### config.mk
export PLATFORM = sky130hd
export DESIGN_NAME = pulse_train_gen
export DESIGN_NICKNAME = d
export VERILOG_FILES = /design/src/rtl/pulse_pkg.sv /design/src/rtl/pulse_phase_timer.sv /design/src/rtl/pulse_train_gen.sv
export SDC_FILE = /design/constraint.sdc
export NUM_CORES = 1
export LEC_CHECK = 0
export CAP_MARGIN = 30
export CORE_MARGIN = 4
export CORE_UTILIZATION = 36
export CTS_BUF_LIST = sky130_fd_sc_hd__clkbuf_16
export CTS_CLUSTER_DIAMETER = 100
export CTS_CLUSTER_SIZE = 16
export DETAILED_ROUTE_END_ITERATION = 8
export HOLD_SLACK_MARGIN = 0.03
export SLEW_MARGIN = 5
export SYNTH_ARGS = -nofsm -noshare
export SYNTH_HDL_FRONTEND = slang
export SYNTH_SLANG_ARGS = --single-unit
### constraint.sdc
create_clock -name clock -period 2.91 [get_ports clock]
set_clock_uncertainty 0.2 [all_clocks]
set_input_delay 0.291 -clock clock [delete_from_list [all_inputs] [get_ports clock]]
set_output_delay 0.291 -clock clock [all_outputs]
set_load 0.05 [all_outputs]
### src/rtl/pulse_pkg.sv
// Shared types and default widths for the pulse train generator.
package pulse_pkg;

    localparam int unsigned LEN_W_DEF = 8;
    localparam int unsigned CNT_W_DEF = 4;

    typedef enum logic [1:0] {
        ST_IDLE   = 2'd0,
        ST_HIGH   = 2'd1,
        ST_LOW    = 2'd2,
        ST_FINISH = 2'd3
    } state_t;

endpackage

### src/rtl/pulse_phase_timer.sv
// Phase down-counter: load starts a phase of max(length,1) cycles; expire
// is high in the final cycle of that phase.
module pulse_phase_timer
    import pulse_pkg::*;
#(
    parameter int unsigned LEN_W = LEN_W_DEF
) (
    input  logic             clock,
    input  logic             reset_n,
    input  logic             load,
    input  logic [LEN_W-1:0] length,
    output logic             expire
);

    logic [LEN_W-1:0] cnt;

    // Load length-1 (zero length counts as one cycle), then count down to zero and hold.
    always_ff @(posedge clock or negedge reset_n) begin
        if (!reset_n) begin
            cnt <= '0;
        end else if (load) begin
            cnt <= (length == '0) ? '0 : length - LEN_W'(1);
        end else if (cnt != '0) begin
            cnt <= cnt - LEN_W'(1);
        end
    end

    assign expire = (cnt == '0);

endmodule

### src/rtl/pulse_train_gen.sv
// Pulse train generator: count pulses of high_len high / low_len low cycles,
// then a one-cycle done strobe. Optional auto-repeat of the latched train is
// enabled by defining PULSE_TRAIN_REPEAT_EN (adds input repeat_en).
module pulse_train_gen
    import pulse_pkg::*;
#(
    parameter int unsigned LEN_W = LEN_W_DEF,
    parameter int unsigned CNT_W = CNT_W_DEF
) (
    input  logic             clock,
    input  logic             reset_n,
    input  logic             start,
    input  logic [LEN_W-1:0] high_len,
    input  logic [LEN_W-1:0] low_len,
    input  logic [CNT_W-1:0] count,
`ifdef PULSE_TRAIN_REPEAT_EN
    input  logic             repeat_en,
`endif
    output logic             signal,
    output logic             busy,
    output logic             done,
    output logic [CNT_W-1:0] pulse_idx
);

    state_t           state;
    logic [LEN_W-1:0] high_q;
    logic [LEN_W-1:0] low_q;
    logic [CNT_W-1:0] count_q;
    logic             last_pulse;
    logic             restart;
    logic             timer_load;
    logic [LEN_W-1:0] timer_len;
    logic             expire;

`ifdef PULSE_TRAIN_REPEAT_EN
    logic             rpt_q;
    assign restart = rpt_q;
`else
    assign restart = 1'b0;
`endif

    // Timer load strobe and phase length for the phase that begins on the next edge.
    always_comb begin
        last_pulse = (pulse_idx == count_q - CNT_W'(1));
        timer_load = 1'b0;
        timer_len  = high_q;
        unique case (state)
            ST_IDLE: begin
                timer_load = start && (count != '0);
                timer_len  = high_len;
            end
            ST_HIGH: begin
                timer_load = expire;
                timer_len  = low_q;
            end
            ST_LOW: begin
                timer_load = expire && !last_pulse;
                timer_len  = high_q;
            end
            ST_FINISH: begin
                timer_load = restart;
                timer_len  = high_q;
            end
            default: ;
        endcase
    end

    pulse_phase_timer #(
        .LEN_W (LEN_W)
    ) u_timer (
        .clock   (clock),
        .reset_n (reset_n),
        .load    (timer_load),
        .length  (timer_len),
        .expire  (expire)
    );

    // Train sequencer with registered outputs.
    always_ff @(posedge clock or negedge reset_n) begin
        if (!reset_n) begin
            state     <= ST_IDLE;
            high_q    <= '0;
            low_q     <= '0;
            count_q   <= '0;
            signal    <= 1'b0;
            busy      <= 1'b0;
            done      <= 1'b0;
            pulse_idx <= '0;
`ifdef PULSE_TRAIN_REPEAT_EN
            rpt_q     <= 1'b0;
`endif
        end else begin
            unique case (state)
                ST_IDLE: begin
                    signal    <= 1'b0;
                    busy      <= 1'b0;
                    done      <= 1'b0;
                    pulse_idx <= '0;
`ifdef PULSE_TRAIN_REPEAT_EN
                    rpt_q     <= 1'b0;
`endif
                    if (start) begin
                        high_q  <= high_len;
                        low_q   <= low_len;
                        count_q <= count;
                        if (count == '0) begin
                            state <= ST_FINISH;
                            done  <= 1'b1;
                        end else begin
                            state  <= ST_HIGH;
                            signal <= 1'b1;
                            busy   <= 1'b1;
                        end
                    end
                end
                ST_HIGH: begin
                    if (expire) begin
                        state  <= ST_LOW;
                        signal <= 1'b0;
                    end
                end
                ST_LOW: begin
                    if (expire) begin
                        if (last_pulse) begin
                            state <= ST_FINISH;
                            busy  <= 1'b0;
                            done  <= 1'b1;
`ifdef PULSE_TRAIN_REPEAT_EN
                            rpt_q <= repeat_en;
`endif
                        end else begin
                            state     <= ST_HIGH;
                            signal    <= 1'b1;
                            pulse_idx <= pulse_idx + CNT_W'(1);
                        end
                    end
                end
                ST_FINISH: begin
                    done      <= 1'b0;
                    pulse_idx <= '0;
                    if (restart) begin
                        state  <= ST_HIGH;
                        signal <= 1'b1;
                        busy   <= 1'b1;
                    end else begin
                        state <= ST_IDLE;
                    end
                end
                default: state <= ST_IDLE;
            endcase
        end
    end

endmodule

==> results of run 1 <==
==> cells by family after synthesis <==
kind of cell	after synthesis	synth area share, %
AOI/OAI and AO/OA	55	15.7
DFF	37	40.9
adders and majority gates	11	6.08
muxes	28	13.6
buffers and inverters	21	4.70
and+or+nand+nor	54	13.0
xor gates and xnor gates	14	6.03
==> critical path, stage by stage, from the launching register on <==
cell	delay (ps)
dfrtp_1	390
inv_1	120
ha_1	210
or3b_4	430
nor4b_4	470
o21a_1	320
o21bai_1	110
mux2_1	310
==> sequential cells by signal, summed over array words and instances (netlist names) <==
| register | flops |
|---|---|
| count_q | 4 |
| state | 2 |
| done | 1 |
| high_q | 8 |
| pulse_idx | 4 |
| low_q | 8 |
| u_timer.cnt | 8 |
| busy | 1 |
| signal | 1 |
==> per-layer routing <==
metal | GRT usage, % | wire, um | vias up
met3 | 3.12 | 151 | 5
met2 | 21.5 | 2190 | 29
met1 | 20.3 | 2530 | 806
li1 | - | - | 863
met4 | 3.35 | 50 | 0
met5 | 0 | 0 | -
==> timing repair <==
| item | in CTS | in global routing |
|---|---|---|
| endpoints found under the setup margin | 0 | 8 |
| hold endpoints to repair | 37 | 0 |
| gates resized for setup | 0 | 1 |
| setup buffers | 0 | 0 |
| hold buffers | 1 | 0 |
==> where the power goes <==
group	total, mW	switching, mW	internal (mW)
clock network	0.494	0.188	0.306
registers	0.934	0.177	0.757
logic	1.73	0.914	0.811
total	3.15	1.28	1.87
==> per-stage QoR <==
step / setup slack (ps) / power [mW] / cells
after floorplan: 454 / 2.27 / 220
after global placement: 220 / 2.64 / 322
after detailed placement: 101 / 2.67 / 322
after CTS: 80.4 / 3.18 / 330
after global routing: 1.46 / 3.43 / 330
final: 226 / 3.15 / 330
==> final timing paths <==
kind                         endpoint  slack (ps)      startpoint  cells past startpoint
setup reg to reg               signal         230  u_timer.cnt[0]                      7
max in group asynchronous   high_q[5]        1520         reset_n                      2
hold / removal                 signal         300          signal                      1
min in group asynchronous  count_q[2]         460         reset_n                      2
hold reg to reg                signal         300          signal                      1
setup / recovery               signal         230  u_timer.cnt[0]                      7
==> cells in the mapped netlist (all sizes together) <==
cell / number / area, um^2
a21oi: 14 / 70.1
o32a: 1 / 10.0
a41oi: 1 / 8.76
nor3: 6 / 30.0
or4: 1 / 7.51
nand3: 6 / 35.0
a32o: 2 / 20.0
inv: 13 / 48.8
nand4: 3 / 18.8
xnor2: 8 / 70.1
xnor3: 1 / 22.5
clkbuf: 7 / 46.3
o21bai: 1 / 7.51
a2bb2oi: 4 / 35.0
nor2b: 2 / 12.5
o32ai: 2 / 17.5
xor2: 5 / 43.8
nor2: 6 / 22.5
nor3b: 1 / 7.51
a31oi: 2 / 12.5
a2bb2o: 1 / 10.0
o21ai: 19 / 106
o211ai: 1 / 7.51
a211oi: 1 / 7.51
or3b: 1 / 11.3
and3: 1 / 7.51
nor4: 2 / 12.5
buf: 1 / 11.3
mux2i: 6 / 60.1
ha: 11 / 138
nand2: 21 / 78.8
a221oi: 1 / 8.76
o21a: 2 / 15.0
nand2b: 3 / 26.3
dfrtp: 37 / 926
mux2: 22 / 248
nor4b: 1 / 23.8
o22ai: 3 / 18.8
==> area by class of cell <==
cell class                      count  area (um^2)
Tap cell                           75         93.8
Fill cell                         576         3250
Sequential cell                    37          926
Multi-Input combinational cell    162         1230
Clock inverter                      2         7.51
Inverter                           13         48.8
Timing Repair Buffer               36          340
Clock buffer                        5          125
==> results_dict.tcl, run 1 <==
set metrics [dict create \
    outcome "finished clean" \
    synth_cells 220 \
    worstSkewPairLatency_ps 270 \
    rsz0062_at_grt "no" \
    final.setup.tns_ps 0 \
    syn_nets 254 \
    power.density_mw_per_mm2 1140 \
    maxClockFrequency_mhz 373 \
    ir_drop_v 0.000446 \
    numPortBuffers 29 \
    diodes 0 \
    synth_area_per_cell_um2 10.3 \
    ios 30 \
    clock_buffers_created_by_tritoncts 5 \
    timing.critical_path.fanout_max 6 \
    power.static_leakage_nw 1.17 \
    rows 28 \
    drc 0 \
    fin_nets 289 \
    ys_types 43 \
    synth_sequential_area_ratio_pct 40.9 \
    maximum_number_of_pins_on_one_net_before_global_route_repair 38 \
    die_h_um 87.3 \
    synth_seq_cells 37 \
    drt_pass1_iterations 4 \
    htree_levels 2 \
    number_of_vias_after_detailed_routing 1703 \
    cts.reportedPaths.clkPinSlew_ps 50 \
    antenna_left 0 \
    critical_path_class "flip-flop to flip-flop" \
    placement.cell_area_mm2 0.00263 \
    tritoncts_sinks 37 \
    fp.dieW_um 87.3 \
    fin_area_mm2 0.00278 \
    post-dp-hpwl_mm 3.81 \
    cts_tree "built" \
    initial_core_util_pct 37.6 \
    period_needed_ps 2680 \
    track_usage_pct 14.1 \
    vias_per_cell 5.16 \
    die_area_mm2 0.00762 \
    layout_common_cells "dfrtp_1 (37), clkdlybuf4s50_1 (28), nand2_1 (21), mux2_2 (21), o21ai_0 (16)" \
    routedWlPerCell_um 14.9 \
    max_cap_viol_count 0 \
    timing.max_slew.rel_slack_pct 44.5 \
    first_global_vias 1732 \
    fin_hold_ws_ps 299 \
    hold_path_class "flip-flop to flip-flop" \
    first_pass_grt_wire_length_mm 8.52 \
    tightestPinTransition_ps 833 \
    synth.cell_area_mm2 0.00226 \
    fp.coreArea_mm2 0.00603 \
    cp.required_ps 2870 \
    timing.critical_path.arrival_ps 2640 \
    finalWirelength_mm 4.92 \
    timing.critical_path.from_type "flip-flop" \
    globalRoute.totalOverflow 0 \
    final_max_slew_viol_count 0 \
    fin_crit_sh_pct 92.2 \
    final_common_cell "dfrtp_1" \
    antenna_violations_before_repair 0 \
    layout-drive-gt1-share_pct 16.5 \
    cts-root-buf "clkbuf_16" \
    cp-end-kind "flip-flop" \
    setup_viol_count_final 0 \
    clock_tree.buffer_depth 2 \
    final-hold-violation-count 0 \
    areaGrowthSynthToFinish_pct 22.6 \
    gp_congestion 0.798 \
    layout.core_utilization_pct 46.1 \
    synthesis.yosys.warnings 0 \
    drtIter0Drc 109 \
]
(Power assumes the default switching activity.)
==> run 2: changes to the inputs <==
ABC_AREA = 1   (was unset)
PLACE_DENSITY = 0.56   (was unset)
==> results_dict.tcl, run 2 <==
set metrics [dict create \
    tritoncts_sinks 37 \
    first_global_vias 1887 \
    cts.repair.resized 0 \
    first_pass_grt_wire_length_mm 9.16 \
    drc 0 \
    cts_tree "built" \
    rsz0062_at_grt "no" \
    synthDominantAreaCellType "dfrtp_1" \
    rows 29 \
    ios 30 \
    synth_commonest_cells "nand2_1 (71), dfrtp_1 (37), inv_1 (33), o21ai_0 (20)" \
    synthMostInstantiatedCell "nand2_1" \
    fp.coreArea_mm2 0.00649 \
    drtIter0Drc 116 \
    max_cap_viol_count 0 \
    final-hold-violation-count 0 \
    number_of_vias_after_detailed_routing 1951 \
    fp.dieW_um 90.5 \
    timing.critical_path.fanout_max 8 \
    placement.cell_area_mm2 0.00279 \
    worstSkewPairLatency_ps 280 \
    synth_enable_flop_cells 0 \
    antenna_violations_before_repair 0 \
    areaGrowthSynthToFinish_pct 20.7 \
    final_max_slew_viol_count 0 \
    cts.reportedPaths.clkPinSlew_ps 60 \
    gp_congestion 0.865 \
    fin_crit_sh_pct 85.7 \
    synth.area.top_cells "dfrtp_1 (38%), nand2_1 (11%), ha_1 (5.6%)" \
    finalWirelength_mm 5.23 \
    power.density_mw_per_mm2 1200 \
    period_needed_ps 2490 \
    track_usage_pct 13.7 \
    routedWlPerCell_um 12.8 \
    post_cts_buffers 0 \
    cts-root-buf "clkbuf_16" \
    fin_hold_ws_ps 287 \
    preCtsSetupSlack_ps 438 \
    placed_cells_incl_taps 399 \
    fin_nets 364 \
    clock_tree.buffer_depth 2 \
    synth_seq_cells 37 \
    number_of_cells_on_the_worst_hold_path 2 \
    synth_area_per_cell_um2 8.23 \
    layout_common_cells "nand2_1 (71), dfrtp_1 (37), inv_1 (34), clkdlybuf4s50_1 (28), o21ai_0 (20)" \
    stdcell_count 408 \
    cp.required_ps 2910 \
    reg.largest.list "high_q x8, low_q x8, u_timer.cnt x8" \
    timing.critical_path.arrival_ps 2500 \
    die_h_um 90.5 \
    final.setup.tns_ps 0 \
    layout-drive-gt1-share_pct 16.0 \
    final_common_cell "nand2_1" \
    drt_pass1_iterations 4 \
    critical_path_class "flip-flop to flip-flop" \
    hold_path_class "flip-flop to flip-flop" \
    synth_top_area_share_pct 37.8 \
    ff2ff_path_depth 15 \
    ys_types 36 \
    synth.cell_area_mm2 0.00245 \
    final.setup.worst_slack_ps 416 \
    design_power_total_mw 3.55 \
    synth_cells 298 \
    htree_levels 2 \
    timing.max_slew.rel_slack_pct 44.4 \
    synth_async_sr_flop_share_pct 100 \
    power.static_leakage_nw 1.43 \
    fin_area_mm2 0.00296 \
    post-dp-hpwl_mm 4.06 \
    synthesis.yosys.warnings 0 \
    numPortBuffers 29 \
    setup_viol_count_final 0 \
    ir_drop_v 0.000447 \
    die_area_mm2 0.00819 \
    vias_per_cell 4.78 \
    timing.critical_path.from_type "flip-flop" \
    initial_core_util_pct 37.7 \
    cts.hold.buffers_added 1 \
    antenna_left 0 \
    syn_nets 332 \
    globalRoute.totalOverflow 0 \
    outcome "finished clean" \
    synth-main-ff-cell "dfrtp_1" \
    tightestPinTransition_ps 833 \
    synth_sequential_area_ratio_pct 37.8 \
    cp-end-kind "flip-flop" \
    diodes 0 \
    maxClockFrequency_mhz 401 \
    maximum_number_of_pins_on_one_net_before_global_route_repair 38 \
    clock_buffers_created_by_tritoncts 5 \
    layout.core_utilization_pct 45.5 \
]
==> run 2: area by class of cell <==
type | count | area, um^2
fill | 641 | 3540
multi-input combinational | 214 | 1300
sequential | 37 | 926
timing repair buffer | 33 | 318
inverter | 39 | 151
clock buffer | 5 | 125
tap | 77 | 96.3
clock inverter | 3 | 37.5
==> run 2: worst paths after layout <==
check                                     from              to  slack (ps)
worst max register to register        state[0]  u_timer.cnt[7]         420
worst min register to register  u_timer.cnt[1]  u_timer.cnt[1]         290
min in group asynchronous              reset_n      count_q[3]         450
worst min-delay path            u_timer.cnt[1]  u_timer.cnt[1]         290
worst max-delay path                  state[0]  u_timer.cnt[7]         420
max in group asynchronous              reset_n  u_timer.cnt[4]        1530
==> run 2: kinds of logic (layout without fill, tap and decap cells) <==
logic type / count (synthesis) / after routing / synth area share (%)
multiplexers: 10 / 10 / 4.59
buffers and inverters: 47 / 80 / 9.03
AND/OR/NAND/NOR: 132 / 132 / 27.6
flip-flops: 37 / 37 / 37.8
adder cells (fa/ha/maj): 11 / 11 / 5.62
AO/OA/AOI/OAI: 51 / 51 / 11.8
XOR/XNOR: 10 / 10 / 3.57
==> run 2: worst max-delay path, cell delays in order (launching register included) <==
cell     delay [ps]
dfrtp_1         410
inv_1           130
ha_1            350
inv_4            70
nand2_4         110
nand2_1          60
a21oi_1         230
inv_1           130
ha_1            190
inv_1            50
nor2_1           60
nand2_4         120
nand2_1          70
inv_1            50
nand3_1          60
a21oi_1         130
==> run 2: layer usage <==
layer	track usage [%]	wire length (um)
met5	0	0
met4	4.21	65
met3	3.00	217
met2	21.4	2400
met1	18.9	2550
==> run 2: power breakdown <==
group / total (mW) / internal [mW] / leakage (nW) / switching, mW
logic: 1.99 / 0.773 / 0.897 / 1.22
registers: 0.951 / 0.765 / 0.447 / 0.185
clock network: 0.603 / 0.398 / 0.0826 / 0.205
==> run 3: changes to the inputs <==
DONT_BUFFER_PORTS = 1   (was unset)
PLACE_DENSITY = 0.5   (was 0.56)
==> results_dict.tcl, run 3 (same netlist as run 2, synthesis figures left out) <==
set metrics [dict create \
    cpMaxStageDelayCell "dfrtp_1" \
    vias_per_cell 4.81 \
    ios 30 \
    post-dp-hpwl_mm 4.02 \
    path_delay_family "adder cells" \
    outcome "finished clean" \
    final_common_cell "nand2_1" \
    hold_path_class "input pin to flip-flop" \
    cp.required_ps 2910 \
    clock_buffers_created_by_tritoncts 5 \
    maxClockFrequency_mhz 386 \
    cts_tree "built" \
    worstPathCellList "inv_1 -> ha_1 -> inv_4 -> nand2_4 -> nand2_1 -> a21oi_1 -> inv_1 -> ha_1 -> nand3_1 -> xor2_1 -> nand3_2 -> o21ai_2" \
    drc 0 \
    globalRoute.totalOverflow 0 \
    numPortBuffers 0 \
    cts.repair.resized 0 \
    first_pass_grt_wire_length_mm 9.38 \
    die_h_um 90.5 \
    worstPathBufferInverterCount 3 \
    antenna_left 0 \
    htree_levels 2 \
    fin_crit_sh_pct 89.1 \
    timing.critical_path.from_type "flip-flop" \
    timing.critical_path.fanout_max 8 \
    drtIter0Drc 85 \
    final_max_slew_viol_count 0 \
    clock_tree.buffer_depth 2 \
    worst_path_largest_cell_delay_ps 410 \
    final.setup.tns_ps 0 \
    rsz0062_at_grt "no" \
    power.density_mw_per_mm2 1180 \
    die_area_mm2 0.00819 \
    rows 29 \
    finalWirelength_mm 5.34 \
    initial_core_util_pct 37.7 \
    reg.largest.list "high_q x8, low_q x8, u_timer.cnt x8" \
    layout-drive-gt1-share_pct 17.5 \
    areaGrowthSynthToFinish_pct 18.0 \
    first_global_vias 1927 \
    critical_path_class "flip-flop to flip-flop" \
    timing.max_slew.rel_slack_pct 50.0 \
    design_power_total_mw 3.41 \
    setup_viol_count_final 0 \
    cts.reportedPaths.clkPinSlew_ps 50 \
    cp-end-kind "flip-flop" \
    fin_hold_ws_ps 80.7 \
    cts-root-buf "clkbuf_16" \
    track_usage_pct 14.0 \
    fp.dieW_um 90.5 \
    tightestPinTransition_ps 748 \
    final-hold-violation-count 0 \
    timing.critical_path.arrival_ps 2600 \
    routedWlPerCell_um 13.3 \
    maximum_number_of_pins_on_one_net_before_global_route_repair 38 \
    power.static_leakage_nw 1.42 \
    number_of_vias_after_detailed_routing 1938 \
    period_needed_ps 2590 \
    worstSkewPairLatency_ps 280 \
    layout_common_cells "nand2_1 (71), dfrtp_1 (37), inv_1 (34), dlygate4sd3_1 (21), o21ai_0 (20)" \
    drt_pass1_iterations 4 \
    ir_drop_v 0.000483 \
    post_cts_buffers 0 \
    gp_congestion 0.795 \
    fin_nets 359 \
    antenna_violations_before_repair 0 \
    tritoncts_sinks 37 \
    fp.coreArea_mm2 0.00649 \
    diodes 0 \
    max_cap_viol_count 0 \
]
[run 3: cell count changes in the layout (fill, tap and decap cells not counted), sizes merged]
cell,delta
bufinv,-1
buf,+3
dlygate4sd3,+20
clkinv,+1
clkdlybuf4s50,-28
[run 3: path summary, 6_finish.rpt]
path / startpoint / end / slack, ps / depth (start not counted)
worst min-delay path: start / done / 80 / 2
worst max register to register: state[0] / u_timer.cnt[4] / 320 / 12
min in group asynchronous: reset_n / pulse_idx[0] / 300 / 2
max in group asynchronous: reset_n / high_q[6] / 2020 / 2
worst min register to register: u_timer.cnt[1] / u_timer.cnt[1] / 280 / 2
worst max-delay path: state[0] / u_timer.cnt[4] / 320 / 12
[run 3: area by class of cell]
class                           count  area, um^2
Multi-Input combinational cell    214        1300
Clock buffer                        5         125
Inverter                           39         151
Tap cell                           77        96.3
Timing Repair Buffer               28         275
Sequential cell                    37         926
Clock inverter                      3        13.8
Fill cell                         653        3600
[run 3: metrics by stage]
stage	setup slack (ps)	util, %	cells	area [um^2]
4_1_cts	308	44.5	403	2890
3_5_place_dp	345	38.8	373	2520
2_1_floorplan	696	-	298	2450
3_3_place_gp	382	38.8	373	2520
5_1_grt	112	44.5	403	2890
6_report	316	44.5	403	2890
[run 3: what timing repair did]
action / CTS / global route
endpoints found under the setup margin: 0 / 0
hold endpoints to repair: 57 / 0
hold buffers: 22 / 0
[run 3: metal layers]
metal  up-vias  track usage, %  share of wire [%]
met1       876            19.1                 50
met5         -               0                  0
li1       1020               -                  -
met2        36            22.2                 46
met3         6            3.25                3.7
met4         0            3.83                1.1
[run 3: power breakdown]
part / leakage, nW / switching [mW] / total (mW) / internal [mW]
logic: 0.895 / 1.18 / 1.91 / 0.727
clock network: 0.0748 / 0.199 / 0.510 / 0.311
registers: 0.447 / 0.228 / 0.991 / 0.764
[run 3: worst reg2reg max path: stages (launching register included)]
cell	delay [ps]
dfrtp_1	410
inv_1	140
ha_1	380
inv_4	80
nand2_4	120
nand2_1	70
a21oi_1	230
inv_1	130
ha_1	260
nand3_1	110
xor2_1	220
nand3_2	110
o21ai_2	70
